[src/rtl/ncl_qadd_sequencer_if.sv]
// Bus between the NCL quaternary adder sequencer and its environment: operand and result
// valid/ready handshakes plus the 1-of-4 adder-facing wavefront signals.
interface ncl_qadd_sequencer_if #(
    parameter int unsigned DIGITS = 4
);
    logic                  in_valid;
    logic                  in_ready;
    logic [2*DIGITS-1:0]   a_bin;
    logic [2*DIGITS-1:0]   b_bin;
    logic                  cin_bin;
    logic [4*DIGITS-1:0]   aq;
    logic [4*DIGITS-1:0]   bq;
    logic [1:0]            cq;
    logic                  ab_comp;
    logic [4*DIGITS-1:0]   sumq;
    logic [1:0]            carryq;
    logic                  sum_comp;
    logic                  carry_comp;
    logic                  out_valid;
    logic                  out_ready;
    logic [2*DIGITS-1:0]   sum_bin;
    logic                  cout_bin;
    logic                  err;

    modport slave (
        input  in_valid, a_bin, b_bin, cin_bin, ab_comp, sumq, carryq, out_ready,
        output in_ready, aq, bq, cq, sum_comp, carry_comp, out_valid, sum_bin, cout_bin, err
    );

    modport master (
        output in_valid, a_bin, b_bin, cin_bin, ab_comp, sumq, carryq, out_ready,
        input  in_ready, aq, bq, cq, sum_comp, carry_comp, out_valid, sum_bin, cout_bin, err
    );
endinterface

[src/rtl/ncl_qadd_sequencer.sv]
// Clocked front-end for a quaternary NCL ripple adder: encodes binary operands to 1-of-4
// wavefronts, sequences DATA/NULL against adder completion and decodes the result.
module ncl_qadd_sequencer #(
    parameter int unsigned DIGITS      = 4,
    parameter int unsigned SYNC_STAGES = 2,
    parameter int unsigned TIMEOUT     = 255
) (
    input logic                 clk,
    input logic                 init,
    ncl_qadd_sequencer_if.slave bus
);

    localparam int unsigned W          = 2 * DIGITS;
    localparam int unsigned Q          = 4 * DIGITS;
    localparam logic [7:0]  TimeoutCnt = 8'(TIMEOUT);

    typedef enum logic [2:0] {
        StIdle,
        StData,
        StNullw,
        StDone,
        StErr
    } state_e;

    state_e           r_state, w_state_d;
    logic [7:0]       r_cnt, w_cnt_d;
    logic [W-1:0]     r_a, r_b, w_a_d, w_b_d;
    logic             r_cin, w_cin_d;
    logic             w_accept;
    logic [W-1:0]     r_sum_bin;
    logic             r_cout_bin;
    logic [Q-1:0]     r_aq, r_bq, w_aq_d, w_bq_d;
    logic [1:0]       r_cq, w_cq_d;
    logic             r_comp, w_comp_d;

    logic [SYNC_STAGES-1:0] r_ab_sync;
    logic [Q-1:0]           r_sum_sync [SYNC_STAGES];
    logic [1:0]             r_car_sync [SYNC_STAGES];
    logic                   w_ab_s;
    logic [Q-1:0]           w_sum_s;
    logic [1:0]             w_car_s;

    logic             w_data_ok, w_null_ok, w_inv;
    logic             r_data_ok, r_null_ok, r_inv;
    logic             w_data_met, w_null_met, w_inv_met, w_timeout;
    logic [W-1:0]     w_sum_dec;

    function automatic logic [Q-1:0] encode(input logic [W-1:0] v);
        logic [Q-1:0] q;
        q = '0;
        for (int i = 0; i < int'(DIGITS); i++) begin
            q[4*i +: 4] = 4'b0001 << v[2*i +: 2];
        end
        return q;
    endfunction

    function automatic logic [1:0] decode_digit(input logic [3:0] d);
        return {d[3] | d[2], d[3] | d[1]};
    endfunction

    always_ff @(posedge clk or negedge init) begin
        if (!init) begin
            r_ab_sync <= '0;
            for (int i = 0; i < int'(SYNC_STAGES); i++) begin
                r_sum_sync[i] <= '0;
                r_car_sync[i] <= '0;
            end
        end else begin
            r_ab_sync     <= {r_ab_sync[SYNC_STAGES-2:0], bus.ab_comp};
            r_sum_sync[0] <= bus.sumq;
            r_car_sync[0] <= bus.carryq;
            for (int i = 1; i < int'(SYNC_STAGES); i++) begin
                r_sum_sync[i] <= r_sum_sync[i-1];
                r_car_sync[i] <= r_car_sync[i-1];
            end
        end
    end

    assign w_ab_s  = r_ab_sync[SYNC_STAGES-1];
    assign w_sum_s = r_sum_sync[SYNC_STAGES-1];
    assign w_car_s = r_car_sync[SYNC_STAGES-1];

    always_comb begin
        w_data_ok = w_ab_s && ($countones(w_car_s) == 1);
        w_null_ok = !w_ab_s && (w_car_s == 2'b00);
        w_inv     = (w_car_s == 2'b11);
        w_sum_dec = '0;
        for (int i = 0; i < int'(DIGITS); i++) begin
            if ($countones(w_sum_s[4*i +: 4]) != 1) w_data_ok = 1'b0;
            if (w_sum_s[4*i +: 4] != 4'b0000)       w_null_ok = 1'b0;
            if ($countones(w_sum_s[4*i +: 4]) > 1)  w_inv     = 1'b1;
            w_sum_dec[2*i +: 2] = decode_digit(w_sum_s[4*i +: 4]);
        end
    end

    // Each condition must hold on two consecutive synchronized samples to ride out digit skew.
    always_ff @(posedge clk or negedge init) begin
        if (!init) begin
            r_data_ok <= 1'b0;
            r_null_ok <= 1'b0;
            r_inv     <= 1'b0;
        end else begin
            r_data_ok <= w_data_ok;
            r_null_ok <= w_null_ok;
            r_inv     <= w_inv;
        end
    end

    assign w_data_met = w_data_ok && r_data_ok;
    assign w_null_met = w_null_ok && r_null_ok;
    assign w_inv_met  = w_inv && r_inv;
    assign w_timeout  = (r_cnt >= TimeoutCnt);

    always_comb begin
        w_state_d = r_state;
        case (r_state)
            StIdle: if (bus.in_valid) w_state_d = StData;
            StData: begin
                if (w_inv_met || w_timeout) w_state_d = StErr;
                else if (w_data_met)        w_state_d = StNullw;
            end
            StNullw: begin
                if (w_inv_met || w_timeout) w_state_d = StErr;
                else if (w_null_met)        w_state_d = StDone;
            end
            StDone:  if (bus.out_ready) w_state_d = StIdle;
            StErr:   w_state_d = StErr;
            default: w_state_d = StIdle;
        endcase
    end

    always_comb begin
        w_accept = (r_state == StIdle) && bus.in_valid;
        w_a_d    = w_accept ? bus.a_bin : r_a;
        w_b_d    = w_accept ? bus.b_bin : r_b;
        w_cin_d  = w_accept ? bus.cin_bin : r_cin;

        w_cnt_d = r_cnt;
        if (w_state_d != r_state) begin
            w_cnt_d = '0;
        end else if ((r_state == StData || r_state == StNullw) && r_cnt != 8'hFF) begin
            w_cnt_d = r_cnt + 8'd1;
        end

        // Adder-facing wavefronts are registered so the async adder never sees decode glitches.
        w_aq_d = '0;
        w_bq_d = '0;
        w_cq_d = '0;
        if (w_state_d == StData) begin
            w_aq_d = encode(w_a_d);
            w_bq_d = encode(w_b_d);
            w_cq_d = w_cin_d ? 2'b10 : 2'b01;
        end
        w_comp_d = (w_state_d == StNullw) || (w_state_d == StErr);
    end

    always_ff @(posedge clk or negedge init) begin
        if (!init) begin
            r_state    <= StIdle;
            r_cnt      <= '0;
            r_a        <= '0;
            r_b        <= '0;
            r_cin      <= 1'b0;
            r_aq       <= '0;
            r_bq       <= '0;
            r_cq       <= '0;
            r_comp     <= 1'b0;
            r_sum_bin  <= '0;
            r_cout_bin <= 1'b0;
        end else begin
            r_state <= w_state_d;
            r_cnt   <= w_cnt_d;
            r_a     <= w_a_d;
            r_b     <= w_b_d;
            r_cin   <= w_cin_d;
            r_aq    <= w_aq_d;
            r_bq    <= w_bq_d;
            r_cq    <= w_cq_d;
            r_comp  <= w_comp_d;
            if (r_state == StData && w_state_d == StNullw) begin
                r_sum_bin  <= w_sum_dec;
                r_cout_bin <= w_car_s[1];
            end
        end
    end

    assign bus.in_ready   = (r_state == StIdle);
    assign bus.out_valid  = (r_state == StDone);
    assign bus.err        = (r_state == StErr);
    assign bus.aq         = r_aq;
    assign bus.bq         = r_bq;
    assign bus.cq         = r_cq;
    assign bus.sum_comp   = r_comp;
    assign bus.carry_comp = r_comp;
    assign bus.sum_bin    = r_sum_bin;
    assign bus.cout_bin   = r_cout_bin;

endmodule
[src/flat_wrapper.sv]
// flat-port wrapper written by rule: the top's interface ports become plain ports
module ncl_qadd_sequencer_flat 
#(
    parameter int unsigned DIGITS      = 4,
    parameter int unsigned SYNC_STAGES = 2,
    parameter int unsigned TIMEOUT     = 255
)
  (clk, init, bus_in_valid, bus_a_bin, bus_b_bin, bus_cin_bin, bus_ab_comp, bus_sumq, bus_carryq, bus_out_ready, bus_in_ready, bus_aq, bus_bq, bus_cq, bus_sum_comp, bus_carry_comp, bus_out_valid, bus_sum_bin, bus_cout_bin, bus_err);
  ncl_qadd_sequencer_if #(.DIGITS(DIGITS)) bus_i ();
  input logic clk;
  input logic init;
  input wire logic [$bits(bus_i.in_valid)-1:0] bus_in_valid;
  input wire logic [$bits(bus_i.a_bin)-1:0] bus_a_bin;
  input wire logic [$bits(bus_i.b_bin)-1:0] bus_b_bin;
  input wire logic [$bits(bus_i.cin_bin)-1:0] bus_cin_bin;
  input wire logic [$bits(bus_i.ab_comp)-1:0] bus_ab_comp;
  input wire logic [$bits(bus_i.sumq)-1:0] bus_sumq;
  input wire logic [$bits(bus_i.carryq)-1:0] bus_carryq;
  input wire logic [$bits(bus_i.out_ready)-1:0] bus_out_ready;
  output wire logic [$bits(bus_i.in_ready)-1:0] bus_in_ready;
  output wire logic [$bits(bus_i.aq)-1:0] bus_aq;
  output wire logic [$bits(bus_i.bq)-1:0] bus_bq;
  output wire logic [$bits(bus_i.cq)-1:0] bus_cq;
  output wire logic [$bits(bus_i.sum_comp)-1:0] bus_sum_comp;
  output wire logic [$bits(bus_i.carry_comp)-1:0] bus_carry_comp;
  output wire logic [$bits(bus_i.out_valid)-1:0] bus_out_valid;
  output wire logic [$bits(bus_i.sum_bin)-1:0] bus_sum_bin;
  output wire logic [$bits(bus_i.cout_bin)-1:0] bus_cout_bin;
  output wire logic [$bits(bus_i.err)-1:0] bus_err;
  assign bus_i.in_valid = bus_in_valid;
  assign bus_i.a_bin = bus_a_bin;
  assign bus_i.b_bin = bus_b_bin;
  assign bus_i.cin_bin = bus_cin_bin;
  assign bus_i.ab_comp = bus_ab_comp;
  assign bus_i.sumq = bus_sumq;
  assign bus_i.carryq = bus_carryq;
  assign bus_i.out_ready = bus_out_ready;
  assign bus_in_ready = bus_i.in_ready;
  assign bus_aq = bus_i.aq;
  assign bus_bq = bus_i.bq;
  assign bus_cq = bus_i.cq;
  assign bus_sum_comp = bus_i.sum_comp;
  assign bus_carry_comp = bus_i.carry_comp;
  assign bus_out_valid = bus_i.out_valid;
  assign bus_sum_bin = bus_i.sum_bin;
  assign bus_cout_bin = bus_i.cout_bin;
  assign bus_err = bus_i.err;
  ncl_qadd_sequencer #(.DIGITS(DIGITS), .SYNC_STAGES(SYNC_STAGES), .TIMEOUT(TIMEOUT)) u_core (.clk(clk), .init(init), .bus(bus_i));
endmodule
[config.mk]
export PLATFORM = sky130hd
export DESIGN_NAME = ncl_qadd_sequencer_flat
export DESIGN_NICKNAME = d
export VERILOG_FILES = /design/src/rtl/ncl_qadd_sequencer_if.sv /design/src/rtl/ncl_qadd_sequencer.sv /design/src/flat_wrapper.sv
export SDC_FILE = /design/constraint.sdc
export NUM_CORES = 1
export LEC_CHECK = 0
export ABC_AREA = 1
export BUFFER_PORTS_ARGS = -buffer_cell sky130_fd_sc_hd__buf_2
export CORE_ASPECT_RATIO = 0.6
export CORE_UTILIZATION = 43
export DETAILED_ROUTE_END_ITERATION = 12
export PLACE_DENSITY = 0.62
export SLEW_MARGIN = 5
export SYNTH_ARGS = -nofsm -noshare
export SYNTH_HDL_FRONTEND = slang
export SYNTH_SLANG_ARGS = --single-unit
[constraint.sdc]
create_clock -name clk -period 3.5 [get_ports clk]
set_input_delay 0 -clock clk [delete_from_list [all_inputs] [get_ports clk]]
set_output_delay 0 -clock clk [all_outputs]
set_load 0.005 [all_outputs]
==> run summary <==
Run status
- **status** complete, no violations

Floorplan
- **num rows** 28
- **core outline area** 10100 µm²
- **die width** 134 µm
- **effective utilization at floorplan** 0.450
- **height of the chip** 81.5 µm
- **Top Ports** 88
- **full die area** 10900 µm²

Global route
- **number of global-route vias before repair** 3051
- **global route overflow** 0
- **number of antenna violations at the first check in global routing** 0
- **wire length of the first global-routing pass** 14.5 mm
- **largest net degree at the start of global routing** 49
- **global routing usage summed across all routing layers** 0.179

STA
- **actual slew at the worst max-slew pin** 0.595 ns
- **Final Max Slew Viols** 0
- **final clock period utilization by the worst path** 0.865
- **Fin. Hold Viols** 0
- **number of setup violations in the final report** 0
- **Final Worst Setup Slack** 0.473 ns
- **Final Skew** 0.0120 ns
- **setup tns final** 0 ns
- **normalized max-slew margin** 0.604
- **setup repair after global routing missed its margin** false
- **highest attainable clock frequency** 330 MHz
- **fin crit period** 3.03 ns
- **worst hold slack** 0.0168 ns

Hold path
- **HP Class** in -> reg
- **worst hold path cell count** 4

Placement
- **dpl ws** 0.496 ns
- **RePlAce Congestion** 0.838
- **placed instance area** 5090 µm²
- **total of buffers placed on input and output ports** 87
- **total half-perimeter wirelength after legalization and detailed placement** 5.88 mm

Synthesis
- **leading area contributor after synthesis** sky130_fd_sc_hd__dfrtp_1
- **most used standard cell by instance count after synthesis** sky130_fd_sc_hd__dfrtp_1
- **#FFs+latches synth** 113
- **top-area cell type share of the netlist area** 0.625
- **ranking of synthesized cells by instance count** sky130_fd_sc_hd__dfrtp_1, sky130_fd_sc_hd__inv_1, sky130_fd_sc_hd__nand2_1, sky130_fd_sc_hd__nor2_1, sky130_fd_sc_hd__nor3_1
- **flip-flop cell with the highest count after synthesis** sky130_fd_sc_hd__dfrtp_1
- **post-synthesis instance area** 4520 µm²
- **Yosys cell types** 31
- **Yosys warning total** 0
- **mean instance size in the synthesized netlist** 11.0 µm²
- **number of flops mapped to enable cells by yosys** 0
- **main area contributors after synthesis** sky130_fd_sc_hd__dfrtp_1, sky130_fd_sc_hd__ha_1, sky130_fd_sc_hd__inv_1
- **number of nets in the synthesized netlist** 480
- **proportion of synthesized chip area in sequential cells** 0.625
- **Post-Syn Instances** 413
- **share of synthesized registers carrying an async set or reset** 1.00

Route
- **remaining number of nets flagged by the antenna check after routing** 0
- **count of routing violations after the opening detailed-route iteration** 126
- **via count** 3095
- **routed vias/inst** 4.44
- **final routed DRC violation total** 0
- **Routed Wire Length** 8.54 mm
- **number of detailed-routing iterations run before antenna repair** 4
- **post-DR wirelength/cell** 12.2 µm

CTS
- **Hold Buf Count CTS** 36
- **clock root buffer** sky130_fd_sc_hd__clkbuf_16
- **H-tree depth** 4
- **post-CTS setup-driven buffer insertion count** 0
- **clock insertion delay at the later pin of the skew report** 0.41 ns
- **buffers from clock root to sink, at most** 2
- **TritonCTS clock tree** built
- **Sinks on Clock Net** 113
- **CTS clock-pin slew for the worst setup and hold paths** 0.05 ns
- **number of CTS-inserted buffers** 17
- **total of cells resized after clock tree synthesis** 0

Setup path
- **cell count along the critical path** 13
- **worst path cell trace** inv_1 > ha_1 > ha_1 > fa_1 > nor2_1 > nand2_1 > nor2_4 > nand2_4 > a21oi_4 > nand3_2 > nand2_4 > nand3_4 > nor3_1
- **sort of element at the end of the critical path** flop
- **critical path start-end classification** reg -> reg
- **required time at the endpoint of the critical path** 3.80 ns
- **data arrival time of the worst path** 3.33 ns
- **Startpoint Class** flop
- **Crit path max-delay family** simple AND/OR/NAND/NOR gates
- **worst reg-to-reg path cell count** 13
- **Slowest cell on crit path** sky130_fd_sc_hd__fa_1
- **Buf+Inv Stages, Crit Path** 1
- **Slowest Stage Delay on Critical Path** 0.45 ns
- **maximum fanout encountered on the critical timing path** 34

Power and ir drop
- **power density cells** 697 nW/µm²
- **Max VDD drop** 0.000357 V
- **leakage power total** 3.23 nW
- **total power** 4.22 mW

Cells and area
- **sequential cell area in the final layout** 2830 µm²
- **fillcell total** 818
- **antenna fix cells** 0
- **total area of multi-input combinational cells** 1360 µm²
- **final design instance area without fill** 6060 µm²
- **layout cell share with drive strength beyond 1** 0.244
- **Syn-to-layout area delta** 34.0%
- **Post-layout nets** 617

Run
- **Max Cap Violations** 0

kinds of logic (layout without fill, tap and decap cells):
logic type,after synthesis,after routing,share of synthesized area
compound gates,30,30,0.0368
xor+xnor,7,7,0.0136
fa+ha+maj,27,27,0.0813
buf+inv,81,230,0.0738
flops,113,113,0.625
simple gates,155,155,0.170
registers in the layout (all words and copies together) (netlist names), 2 cells and up:
name,cells
u_core.r_a,8
u_core.w_car_s,2
u_core.r_cnt,8
u_core.r_state,3
u_core.r_ab_sync,2
u_core.bus.bq,16
u_core.r_car_sync,2
u_core.w_sum_s,16
u_core.bus.cq,2
u_core.bus.aq,16
u_core.bus.sum_bin,8
u_core.r_sum_sync,16
u_core.r_b,8
final cells by class:
type	instances	area share
clock inverter	10	0.0264
tap	135	0.0279
sequential	113	0.466
multi-input combinational	219	0.225
timing repair buffer	126	0.135
inverter	73	0.0452
clock buffer	21	0.0743
per-stage QoR:
stage | cells | util
global route | 697 | 0.603
floorplan | 413 | -
finish | 697 | 0.603
detailed placement | 630 | 0.507
CTS | 697 | 0.603
global placement | 630 | 0.507
worst paths after layout:
path,slack (ns),start,endpoint
worst max-delay path,0.47,u_core.w_sum_s[11],u_core.bus.aq[8]
worst min-delay path,0.02,bus_out_ready,u_core.r_state[1]
worst max register to register,0.47,u_core.w_sum_s[11],u_core.bus.aq[8]
worst min register to register,0.34,u_core.r_sum_sync[20],u_core.w_sum_s[4]
max in group asynchronous,2.48,init,u_core.bus.bq[4]
min in group asynchronous,0.15,init,u_core.r_sum_sync[17]
metal layers:
layer	wire, µm	global-route usage	vias to the layer above
met1	4220	0.248	1448
li1	-	-	1568
met3	429	0.0543	8
met2	3790	0.260	71
met4	98	0.0865	0
met5	0	0	-
worst min-delay path, stage by stage:
cell and delay, ns:
sky130_fd_sc_hd__buf_2 0.08, sky130_fd_sc_hd__nor3_1 0.04, sky130_fd_sc_hd__inv_1 0.14, sky130_fd_sc_hd__nand2_1 0.10
cells in the final DEF, fill, tap and decap left out, types with 4 or more instances in the layout:
master and n:
sky130_fd_sc_hd__nand2_1 60, sky130_fd_sc_hd__o21ai_0 22, sky130_fd_sc_hd__nor3_1 30, sky130_fd_sc_hd__dlygate4sd3_1 36
sky130_fd_sc_hd__ha_1 23, sky130_fd_sc_hd__buf_4 4, sky130_fd_sc_hd__dfrtp_1 113, sky130_fd_sc_hd__nor2_1 30
sky130_fd_sc_hd__nor3_2 4, sky130_fd_sc_hd__xor2_1 5, sky130_fd_sc_hd__inv_1 71, sky130_fd_sc_hd__clkbuf_16 17
sky130_fd_sc_hd__o21ai_1 5, sky130_fd_sc_hd__fa_1 4, sky130_fd_sc_hd__nand3_1 11, sky130_fd_sc_hd__buf_2 86
sky130_fd_sc_hd__bufinv_16 4
report_power, final:
group | leakage (nW) | switching (mW) | internal [mW]
registers | 1.41 | 0.0787 | 1.53
logic | 1.52 | 0.542 | 0.307
clock network | 0.297 | 0.564 | 1.20
Note: power is estimated with default switching activity, not from simulation.
